===== src/rtl/regfile_access_ctrl_if.sv =====
// Pipeline-facing read/write request bus and regfile-facing port of the
// register file access controller. The controller binds to the slave modport.
interface regfile_access_ctrl_if #(
   parameter int DATA_W = 32,
   parameter int ADDR_W = 5
);
   // Handshakes: a transfer happens on a posedge where valid && ready are both
   // high. Valid must not depend combinationally on ready. rspValid carries no
   // ready; the consumer must take the response in the cycle it is shown.
   logic              reqValid;
   logic              reqReady;
   logic [ADDR_W-1:0] reqReg1;
   logic [ADDR_W-1:0] reqReg2;
   logic              rspValid;
   logic [DATA_W-1:0] rspData1;
   logic [DATA_W-1:0] rspData2;
   logic              wrValid;
   logic              wrReady;
   logic [ADDR_W-1:0] wrReg;
   logic [DATA_W-1:0] wrData;
   logic              rfWrite;
   logic [ADDR_W-1:0] rfWriteReg;
   logic [DATA_W-1:0] rfWriteData;
   logic [ADDR_W-1:0] rfReadReg1;
   logic [ADDR_W-1:0] rfReadReg2;
   logic [DATA_W-1:0] rfReadData1;
   logic [DATA_W-1:0] rfReadData2;

   modport master (
      output reqValid, reqReg1, reqReg2, wrValid, wrReg, wrData,
      output rfReadData1, rfReadData2,
      input  reqReady, rspValid, rspData1, rspData2, wrReady,
      input  rfWrite, rfWriteReg, rfWriteData, rfReadReg1, rfReadReg2
   );

   modport slave (
      input  reqValid, reqReg1, reqReg2, wrValid, wrReg, wrData,
      input  rfReadData1, rfReadData2,
      output reqReady, rspValid, rspData1, rspData2, wrReady,
      output rfWrite, rfWriteReg, rfWriteData, rfReadReg1, rfReadReg2
   );
endinterface


===== src/rtl/regfile_access_ctrl.sv =====
// Register file access controller: queues writes and drains one per cycle,
// and answers reads one cycle later with queued data bypassed over the regfile.
module regfile_access_ctrl #(
   parameter int DATA_W   = 32,
   parameter int ADDR_W   = 5,
   parameter int WQ_DEPTH = 4
) (
   input logic                 clk,
   input logic                 reset,
   regfile_access_ctrl_if.slave bus
);
   localparam int PTR_W = $clog2(WQ_DEPTH);
   localparam int CNT_W = PTR_W + 1;

   logic [ADDR_W-1:0] q_reg  [WQ_DEPTH];
   logic [DATA_W-1:0] q_data [WQ_DEPTH];
   logic [PTR_W-1:0]  wr_ptr;
   logic [PTR_W-1:0]  rd_ptr;
   logic [CNT_W-1:0]  count;

   logic q_full;
   logic q_empty;
   logic enq;
   logic deq;

   assign q_full  = (count == CNT_W'(WQ_DEPTH));
   assign q_empty = (count == '0);
   // Writes to register 0 are handshaken but never stored.
   assign enq     = bus.wrValid && !q_full && (bus.wrReg != '0);
   assign deq     = !q_empty;

   assign bus.wrReady     = !q_full;
   assign bus.reqReady    = 1'b1;
   assign bus.rfWrite     = deq;
   assign bus.rfWriteReg  = q_reg[rd_ptr];
   assign bus.rfWriteData = q_data[rd_ptr];
   assign bus.rfReadReg1  = bus.reqReg1;
   assign bus.rfReadReg2  = bus.reqReg2;

   always_ff @(posedge clk or posedge reset) begin
      if (reset) begin
         wr_ptr <= '0;
         rd_ptr <= '0;
         count  <= '0;
      end else begin
         if (enq) wr_ptr <= wr_ptr + 1'b1;
         if (deq) rd_ptr <= rd_ptr + 1'b1;
         case ({enq, deq})
            2'b10:   count <= count + 1'b1;
            2'b01:   count <= count - 1'b1;
            default: count <= count;
         endcase
      end
   end

   always_ff @(posedge clk) begin
      if (enq) begin
         q_reg[wr_ptr]  <= bus.wrReg;
         q_data[wr_ptr] <= bus.wrData;
      end
   end

   // Youngest-match search: walk from head to tail so later hits overwrite earlier ones.
   logic              hit1, hit2;
   logic [DATA_W-1:0] byp1, byp2;
   logic [PTR_W-1:0]  idx;

   always_comb begin
      hit1 = 1'b0;
      hit2 = 1'b0;
      byp1 = '0;
      byp2 = '0;
      idx  = '0;
      for (int k = 0; k < WQ_DEPTH; k++) begin
         idx = rd_ptr + PTR_W'(k);
         if (CNT_W'(k) < count) begin
            if (q_reg[idx] == bus.reqReg1) begin
               hit1 = 1'b1;
               byp1 = q_data[idx];
            end
            if (q_reg[idx] == bus.reqReg2) begin
               hit2 = 1'b1;
               byp2 = q_data[idx];
            end
         end
      end
   end

   logic              zero1, zero2;
   logic              rsp_pend;
   logic              use_q1, use_q2;
   logic [DATA_W-1:0] q_val1, q_val2;
   logic [DATA_W-1:0] last1, last2;
   logic [DATA_W-1:0] resp1, resp2;

   assign zero1 = (bus.reqReg1 == '0);
   assign zero2 = (bus.reqReg2 == '0);

   always_ff @(posedge clk or posedge reset) begin
      if (reset) begin
         rsp_pend <= 1'b0;
         use_q1   <= 1'b0;
         use_q2   <= 1'b0;
         q_val1   <= '0;
         q_val2   <= '0;
         last1    <= '0;
         last2    <= '0;
      end else begin
         rsp_pend <= bus.reqValid;
         if (bus.reqValid) begin
            use_q1 <= zero1 || hit1;
            use_q2 <= zero2 || hit2;
            q_val1 <= zero1 ? '0 : byp1;
            q_val2 <= zero2 ? '0 : byp2;
         end
         if (rsp_pend) begin
            last1 <= resp1;
            last2 <= resp2;
         end
      end
   end

   // The regfile's registered read lands in the response cycle, so its data is muxed in here.
   assign resp1 = use_q1 ? q_val1 : bus.rfReadData1;
   assign resp2 = use_q2 ? q_val2 : bus.rfReadData2;

   assign bus.rspValid = rsp_pend;
   assign bus.rspData1 = rsp_pend ? resp1 : last1;
   assign bus.rspData2 = rsp_pend ? resp2 : last2;
endmodule


===== src/flat_wrapper.sv =====
// flat-port wrapper written by rule: the top's interface ports become plain ports
module regfile_access_ctrl_flat 
#(
   parameter int DATA_W   = 32,
   parameter int ADDR_W   = 5,
   parameter int WQ_DEPTH = 4
)
  (clk, reset, bus_reqValid, bus_reqReg1, bus_reqReg2, bus_wrValid, bus_wrReg, bus_wrData, bus_rfReadData1, bus_rfReadData2, bus_reqReady, bus_rspValid, bus_rspData1, bus_rspData2, bus_wrReady, bus_rfWrite, bus_rfWriteReg, bus_rfWriteData, bus_rfReadReg1, bus_rfReadReg2);
  regfile_access_ctrl_if #(.DATA_W(DATA_W), .ADDR_W(ADDR_W)) bus_i ();
  input logic clk;
  input logic reset;
  input wire logic [$bits(bus_i.reqValid)-1:0] bus_reqValid;
  input wire logic [$bits(bus_i.reqReg1)-1:0] bus_reqReg1;
  input wire logic [$bits(bus_i.reqReg2)-1:0] bus_reqReg2;
  input wire logic [$bits(bus_i.wrValid)-1:0] bus_wrValid;
  input wire logic [$bits(bus_i.wrReg)-1:0] bus_wrReg;
  input wire logic [$bits(bus_i.wrData)-1:0] bus_wrData;
  input wire logic [$bits(bus_i.rfReadData1)-1:0] bus_rfReadData1;
  input wire logic [$bits(bus_i.rfReadData2)-1:0] bus_rfReadData2;
  output wire logic [$bits(bus_i.reqReady)-1:0] bus_reqReady;
  output wire logic [$bits(bus_i.rspValid)-1:0] bus_rspValid;
  output wire logic [$bits(bus_i.rspData1)-1:0] bus_rspData1;
  output wire logic [$bits(bus_i.rspData2)-1:0] bus_rspData2;
  output wire logic [$bits(bus_i.wrReady)-1:0] bus_wrReady;
  output wire logic [$bits(bus_i.rfWrite)-1:0] bus_rfWrite;
  output wire logic [$bits(bus_i.rfWriteReg)-1:0] bus_rfWriteReg;
  output wire logic [$bits(bus_i.rfWriteData)-1:0] bus_rfWriteData;
  output wire logic [$bits(bus_i.rfReadReg1)-1:0] bus_rfReadReg1;
  output wire logic [$bits(bus_i.rfReadReg2)-1:0] bus_rfReadReg2;
  assign bus_i.reqValid = bus_reqValid;
  assign bus_i.reqReg1 = bus_reqReg1;
  assign bus_i.reqReg2 = bus_reqReg2;
  assign bus_i.wrValid = bus_wrValid;
  assign bus_i.wrReg = bus_wrReg;
  assign bus_i.wrData = bus_wrData;
  assign bus_i.rfReadData1 = bus_rfReadData1;
  assign bus_i.rfReadData2 = bus_rfReadData2;
  assign bus_reqReady = bus_i.reqReady;
  assign bus_rspValid = bus_i.rspValid;
  assign bus_rspData1 = bus_i.rspData1;
  assign bus_rspData2 = bus_i.rspData2;
  assign bus_wrReady = bus_i.wrReady;
  assign bus_rfWrite = bus_i.rfWrite;
  assign bus_rfWriteReg = bus_i.rfWriteReg;
  assign bus_rfWriteData = bus_i.rfWriteData;
  assign bus_rfReadReg1 = bus_i.rfReadReg1;
  assign bus_rfReadReg2 = bus_i.rfReadReg2;
  regfile_access_ctrl #(.DATA_W(DATA_W), .ADDR_W(ADDR_W), .WQ_DEPTH(WQ_DEPTH)) u_core (.clk(clk), .reset(reset), .bus(bus_i));
endmodule

===== config.mk =====
export PLATFORM = sky130hd
export DESIGN_NAME = regfile_access_ctrl_flat
export DESIGN_NICKNAME = d
export VERILOG_FILES = /design/src/rtl/regfile_access_ctrl_if.sv /design/src/rtl/regfile_access_ctrl.sv /design/src/flat_wrapper.sv
export SDC_FILE = /design/constraint.sdc
export NUM_CORES = 1
export LEC_CHECK = 0
export BUFFER_PORTS_ARGS = -buffer_cell sky130_fd_sc_hd__buf_4
export CAP_MARGIN = 20
export CELL_PAD_IN_SITES_DETAIL_PLACEMENT = 0
export CELL_PAD_IN_SITES_GLOBAL_PLACEMENT = 1
export CORE_AREA = 2 2 235 144
export CTS_BUF_LIST = sky130_fd_sc_hd__clkbuf_2 sky130_fd_sc_hd__clkbuf_4 sky130_fd_sc_hd__clkbuf_8
export DETAILED_ROUTE_END_ITERATION = 8
export DIE_AREA = 0 0 237 146
export PLACE_DENSITY_LB_ADDON = 0.1
export REMOVE_ABC_BUFFERS = 1
export SETUP_SLACK_MARGIN = 0.1
export SYNTH_ARGS = -nofsm -noshare
export SYNTH_HDL_FRONTEND = slang
export SYNTH_SLANG_ARGS = --single-unit

===== constraint.sdc =====
create_clock -name clk -period 7.7 [get_ports clk]
set_input_delay 0.385 -clock clk [delete_from_list [all_inputs] [get_ports clk]]
set_output_delay 0.385 -clock clk [all_outputs]
set_load 0.005 [all_outputs]

==> run_results.csv, run 1 <==
group,metric,value,unit
global_route,antenna_found_initial,1,
sta,worstMarginPinSlew,1.06,ns
logic_synthesis,netlist_instances,1236,
sta,finalSetupViolCount,0,
placement,io_buffers,228,
logic_synthesis,netlist.area_leader.share,0.261,
power,p_seq_frac,0.327,
setup_path,cp.arrival,4.79,ns
power,ir_drop,0.191,mV
logic_synthesis,synth_cell_types,50,
cells_and_area,drive_gt1_frac,0.427,
floorplanning,core_area,32200,sq um
clocking,cts_made_buffers,46,
sta,rsz0062_at_grt,"false",
power,swShare,0.376,
routing,postRouteAntennaNets,0,
routing,routedWlPerCell,24.1,microns
placement,gp_congestion,0.843,
setup_path,critPathMaxStageDelay,0.90,ns
routing,first_iter_violations,1120,
power,pwr-share-clk,0.192,
clocking,path_clk_slew,0.07,ns
setup_path,cpMaxStageDelayCell,"dfrtp_4",
sta,fmax,0.232,GHz
setup_path,cp.required,8.18,ns
power,p_comb_frac,0.481,
sta,finClkSkew,0.0196,ns
sta,finalMaxSlewViolations,0,
floorplanning,die_h,146,microns
cells_and_area,fillers,2487,
setup_path,worstSetupStartpointType,"flop",
setup_path,cp-end-kind,"flop",
power,leakage,7.78,nW
logic_synthesis,synth_area_leaders,"edfxtp_1 (26%), dfrtp_1 (20%), mux4_2 (20%), a221oi_2 (5.3%), o31ai_2 (4.4%)",
global_route,first_global_vias,11800,
logic_synthesis,syn_avg_cell_area,13.8,sq um
clocking,tritoncts,"done",
setup_path,path_max_fanout,52,
logic_synthesis,synth_area_leader_cell,"edfxtp_1",
logic_synthesis,ys_warn_count,0,
hold_path,hp-class,"in2reg",
cells_and_area,layout.nets,1572,
global_route,grt_start_max_net_pins,75,
floorplanning,rows,51,
clocking,clockBufferDepth,3,
cells_and_area,top_register,"u_core.q_data",
placement,dp_hpwl,28100,microns
status,run_status,"complete, no violations",
setup_path,crit_family,"buffers and inverters",
logic_synthesis,synthTopCellsByCount,"edfxtp_1 (148), mux4_2 (148), dfrtp_1 (138)",
logic_synthesis,synth-async-reset-ratio,0.483,
routing,drt_pass1_iterations,5,
clocking,root_buffer,"clkbuf_8",
global_route,grt.overflow.total,0,
logic_synthesis,synth_area,17000,sq um
clocking,post_cts_resize_count,0,
setup_path,crit_chain,"buf_4 > mux4_2 > xnor2_1 > nand4_2 > a311oi_4 > buf_4 > a221oi_1 > o31ai_1",
flow_run,drv_cap,0,
clocking,clock_sinks,286,
power,intPower,4.67,mW
logic_synthesis,yosysSeqAreaShare,0.464,
floorplanning,dieArea,34600,sq um
global_route,track_usage,0.270,
global_route,grt_pass1_wl,71500,microns
floorplanning,die_x,237,microns
logic_synthesis,synth_ff_type,"edfxtp_1",
clocking,clk_latency,0.58,ns
power,power.density,369,nW/um^2
setup_path,cpMostUsedCell,"buf_4",
setup_path,worst-setup-path-type,"reg2reg",
logic_synthesis,synth-edff-count,148,
placement,place_inst,1786,
routing,viasPerCell,6.20,
power,netSwitchingPower,2.81,mW
sta,max-slew-margin-rel,0.290,
sta,hold_violations,0,
floorplanning,io_pins,230,
floorplanning,start_util,0.528,
clocking,htreeDepth,2,
routing,drc_errors,0,
sta,period_minus_slack,4.31,ns
cells_and_area,stdcell_count,1911,
setup_path,critPathBufInv,2,
logic_synthesis,ys_ff_latch,286,
routing,drt_wl_total,46100,microns
power,p_total,7.48,mW
cells_and_area,syn2layout_area_growth,19.2,%
routing,via_count,11900,
cells_and_area,largest_register_ffs,128,
sta,fin_crit_sh,0.560,
[repair_timing]
item / 4_1_cts / 5_1_grt
hold buffers: 38 / 0
endpoints found under the hold margin: 218 / 0
buffers inserted: 0 / 0
[per-stage QoR]
step                      hold slack [ns]  area (sq um)  utilization  setup slack (ns)  setup TNS, ns
after floorplan                     0.416         16400            -            -0.488         -21.15
after global placement              0.519         18900        0.586              3.50              0
after detailed placement            0.524         18900        0.586              3.42              0
after CTS                           0.118         20300        0.629              3.40              0
after global routing                0.133         20300        0.629              3.07              0
final                               0.154         20300        0.629              3.39              0
[power groups by stage]
| stage | logic, mW | clock network (mW) | registers, mW |
|---|---|---|---|
| after detailed placement | 3.59 | 0 | 2.47 |
| after floorplan | 2.67 | 0 | 2.53 |
| after global routing | 3.88 | 1.54 | 2.51 |
| after global placement | 3.56 | 0 | 2.45 |
| after CTS | 3.62 | 1.47 | 2.44 |
| final | 3.60 | 1.44 | 2.44 |
[cell type report]
class,instances,area (sq um),share of cell area
Multi-Input combinational cell,815,8510,0.420
Inverter,8,35.0,0.00173
Antenna cell,1,2.50,0.000123
Sequential cell,286,7910,0.390
Timing Repair Buffer,291,2280,0.112
Clock buffer,73,873,0.0431
Tap cell,424,531,0.0262
Clock inverter,13,135,0.00667
[worst min-delay path, stage by stage]
cell	delay [ns]
buf_4	0.11
mux2i_1	0.11
a21oi_1	0.09
[layer usage]
| metal | routed length, microns | track usage | part of all wire |
|---|---|---|---|
| met5 | 0 | 0 | 0 |
| met4 | 957 | 0.0728 | 0.021 |
| met3 | 3040 | 0.0444 | 0.066 |
| met2 | 21200 | 0.412 | 0.46 |
| met1 | 20900 | 0.403 | 0.45 |
[worst paths after layout]
path	start	to	slack [ns]	cells past startpoint
worst max-delay path	u_core.rd_ptr[0]$_DFFE_PP0N_	u_core.q_val2[15]$_DFFE_PP0P_	3.39	8
worst max register to register	u_core.rd_ptr[0]$_DFFE_PP0N_	u_core.q_val2[15]$_DFFE_PP0P_	3.39	8
worst min-delay path	bus_rfReadData1[28]	u_core.last1[28]$_DFF_PP0_	0.15	3
min in group asynchronous	reset	u_core.last2[26]$_DFF_PP0_	0.49	3
max in group asynchronous	reset	u_core.bus.rspValid$_DFF_PP0_	5.74	4
worst min register to register	u_core.last1[21]$_DFF_PP0_	u_core.last1[21]$_DFF_PP0_	0.53	2
[cells in the final DEF (no fill, tap or decap), types with 21 or more instances in the layout]
cell	netlist	layout
mux4_2	148	148
buf_4	17	253
nor2_1	136	136
and2_1	38	32
dfrtp_1	138	133
mux2i_1	69	69
o31ai_2	60	60
clkbuf_8	0	52
xnor2_1	29	29
a221oi_2	60	60
a21oi_1	131	131
dlygate4sd3_1	0	38
edfxtp_1	148	148
clkbuf_4	2	21
nor2b_1	64	64
[cell families (layout without fill, tap and decap cells)]
family / Yosys count / in the layout / share of synthesized area
AO/OA/AOI/OAI: 273 / 273 / 0.147
XOR/XNOR: 47 / 47 / 0.0268
AND/OR/NAND/NOR: 268 / 268 / 0.0783
flip-flops: 286 / 286 / 0.464
other: 1 / 2 / 0.000220
multiplexers: 217 / 217 / 0.237
buffers and inverters: 135 / 385 / 0.0399
adder cells (fa/ha/maj): 9 / 9 / 0.00662
Note: power is estimated with default switching activity, not from simulation.
==> run 2, diff against run 1 <==
--- a/config.mk
+++ b/config.mk
@@ -9,10 +9,10 @@
 export CAP_MARGIN = 20
 export CELL_PAD_IN_SITES_DETAIL_PLACEMENT = 0
 export CELL_PAD_IN_SITES_GLOBAL_PLACEMENT = 1
-export CORE_AREA = 2 2 235 144
+export CORE_AREA = 2 2 255 156
 export CTS_BUF_LIST = sky130_fd_sc_hd__clkbuf_2 sky130_fd_sc_hd__clkbuf_4 sky130_fd_sc_hd__clkbuf_8
 export DETAILED_ROUTE_END_ITERATION = 8
-export DIE_AREA = 0 0 237 146
+export DIE_AREA = 0 0 257 158
 export PLACE_DENSITY_LB_ADDON = 0.1
 export REMOVE_ABC_BUFFERS = 1
 export SETUP_SLACK_MARGIN = 0.1
==> constraint.sdc (replaced) <==
create_clock -name clk -period 3.5 [get_ports clk]
set_input_delay 0.175 -clock clk [delete_from_list [all_inputs] [get_ports clk]]
set_output_delay 0.175 -clock clk [all_outputs]
set_load 0.005 [all_outputs]
==> run 2 against run 1 <==
Compared with the run above:
- register-to-register slack worse by 3.0 ns
- final cell count up 9.1%
- sequential share of layout area fell by 1.9 points
- non-clock buffer count is 75 higher
- first-iteration DRC count down 14%
- die area increased by 17%
- hold slack got worse by 0.10 ns
- clock power is 120% higher
- final area rose by 5.0%
- count of clock-buffer cells in the layout is 2 higher
- critical path type unchanged
- largest cell class unchanged
- largest power group unchanged
==> run_results.csv, run 2 (same netlist as run 1, synthesis figures left out) <==
group,metric,value,unit
power,ir_drop,0.497,mV
sta,period_minus_slack,3.16,ns
cells_and_area,postLayoutCoreUtil,0.553,
cells_and_area,layout.nets,1647,
cells_and_area,final_common_cell,"buf_4",
sta,fin_ws,0.344,ns
setup_path,crit_family,"simple AND/OR/NAND/NOR gates",
routing,wl_met3,3570,microns
routing,drc_errors,0,
routing,first_iter_violations,966,
sta,fin_crit_sh,0.902,
routing,viasPerCell,5.81,
setup_path,cpMaxStageDelayCell,"dfrtp_4",
flow_run,drv_cap,0,
routing,postRouteAntennaNets,0,
cells_and_area,drive_gt1_frac,0.414,
routing,wl_met1,23400,microns
floorplanning,core_area,38500,sq um
setup_path,cp.arrival,3.62,ns
routing,route.top_layer_used,"met4",
floorplanning,io_pins,230,
setup_path,cp-end-kind,"flop",
sta,hold_violations,0,
routing,drt_pass1_iterations,5,
power,power.density,789,nW/um^2
global_route,antenna_found_initial,1,
sta,rsz0062_at_grt,"false",
sta,finalMaxSlewViolations,0,
global_route,grt_pass1_wl,75700,microns
floorplanning,die_h,158,microns
clocking,htreeDepth,2,
setup_path,worstSetupPathDepth,7,
placement,post-place-ws,0.383,ns
hold_path,whs_path_depth,3,
setup_path,worstSetupStartpointType,"flop",
clocking,path_clk_slew,0.07,ns
routing,via_count,12100,
setup_path,crit_chain,"mux4_2 > xor2_1 > nor4_1 > nand2_2 > buf_12 > nor2_1 > o31ai_2",
sta,worstMarginPinSlew,0.905,ns
placement,gp_congestion,0.825,
routing,wl_met2,22600,microns
setup_path,r2r_cells,7,
sta,max-slew-margin-rel,0.397,
placement,io_buffers,228,
setup_path,critPathBufInv,1,
status,run_status,"complete, no violations",
placement,dp_hpwl,32100,microns
floorplanning,start_util,0.442,
cells_and_area,syn2layout_area_growth,25.1,%
cells_and_area,design_area,21300,sq um
global_route,grt.overflow.total,0,
clocking,clockBufferDepth,3,
clocking,post_cts_resize_count,0,
setup_path,critPathMaxStageDelay,0.68,ns
floorplanning,dieArea,40600,sq um
floorplanning,rows,56,
cells_and_area,largest_register_ffs,128,
global_route,first_global_vias,11900,
clocking,clk_latency,0.59,ns
setup_path,worst-setup-path-type,"reg2reg",
sta,fmax,0.317,GHz
setup_path,cp.required,3.96,ns
routing,routedWlPerCell,24.1,microns
sta,finalSetupViolCount,0,
routing,drt_wl_total,50300,microns
global_route,track_usage,0.247,
sta,finClkSkew,0.0325,ns
setup_path,path_max_fanout,23,
power,leakage,8.14,nW
floorplanning,die_x,257,microns
global_route,grt_start_max_net_pins,90,
cells_and_area,top_register,"u_core.q_data",
clocking,tritoncts,"done",
clocking,clock_sinks,286,
clocking,root_buffer,"clkbuf_8",
clocking,cts_made_buffers,46,
placement,place_area,19300,sq um
cells_and_area,most-common-layout-cells,"buf_4 (251), mux4_2 (148), edfxtp_1 (148)",
hold_path,hp-class,"in2reg",
clocking,post_cts.repair.setup_buffers,0,
run 2: cell types whose count changed in the layout (fill, tap and decap cells not counted), sizes merged:
cell and delta:
dlygate4sd3 +61, buf +14, clkbuf +2, bufinv -1
clkinv -1
run 2: power breakdown:
part,total (mW),switching [mW],leakage (nW),internal [mW]
Sequential,5.28,0.803,3.10,4.47
Clock,3.11,1.37,0.524,1.74
Combinational,8.41,4.23,4.52,4.18
Total,16.8,6.40,8.14,10.4
run 2: worst min-delay path, stage by stage:
cell and delay [ns]:
buf_4 0.13, mux2i_1 0.12, a21oi_1 0.14
run 2: repair_timing:
item / 4_1_cts / 5_1_grt
hold buffers: 99 / 0
hold endpoints to repair: 275 / 0
setup endpoints to repair: 0 / 0
run 2: stage by stage:
| step | power (mW) | hold WS, ns | setup TNS, ns | instances |
|---|---|---|---|---|
| after CTS | 16.9 | 0.0145 | 0 | 2083 |
| final | 16.8 | 0.0546 | 0 | 2084 |
| after detailed placement | 13.6 | 0.353 | 0 | 1898 |
| after floorplan | 10.5 | 0.206 | -427.72 | 1109 |
| after global routing | 17.8 | 0.0443 | 0 | 2083 |
| after global placement | 13.6 | 0.345 | 0 | 1898 |
run 2: layout make-up:
type / count / area, sq um
Antenna cell: 1 / 2.50
Sequential cell: 286 / 7910
Multi-Input combinational cell: 815 / 8510
Inverter: 8 / 35.0
Clock inverter: 11 / 96.3
Fill cell: 3235 / 17200
Tap cell: 522 / 653
Timing Repair Buffer: 366 / 3200
Clock buffer: 75 / 882
run 2: final timing paths:
path	startpoint	endpoint	slack, ns
min	bus_rfReadData2[16]	u_core.last2[16]$_DFF_PP0_	0.05
max in group asynchronous	reset	u_core.last2[17]$_DFF_PP0_	2.42
max	u_core.rd_ptr[0]$_DFFE_PP0N_	u_core.q_val1[5]$_DFFE_PP0P_	0.34
min in group asynchronous	reset	u_core.last2[22]$_DFF_PP0_	0.27
min reg2reg	u_core.last1[31]$_DFF_PP0_	u_core.last1[31]$_DFF_PP0_	0.53
max reg2reg	u_core.rd_ptr[0]$_DFFE_PP0N_	u_core.q_val1[5]$_DFFE_PP0P_	0.34
run 2: metal layers:
metal | global-route usage | vias to the layer above
li1 | - | 5402
met1 | 0.362 | 6202
met5 | 0 | -
met3 | 0.0559 | 69
met2 | 0.379 | 428
met4 | 0.0498 | 0
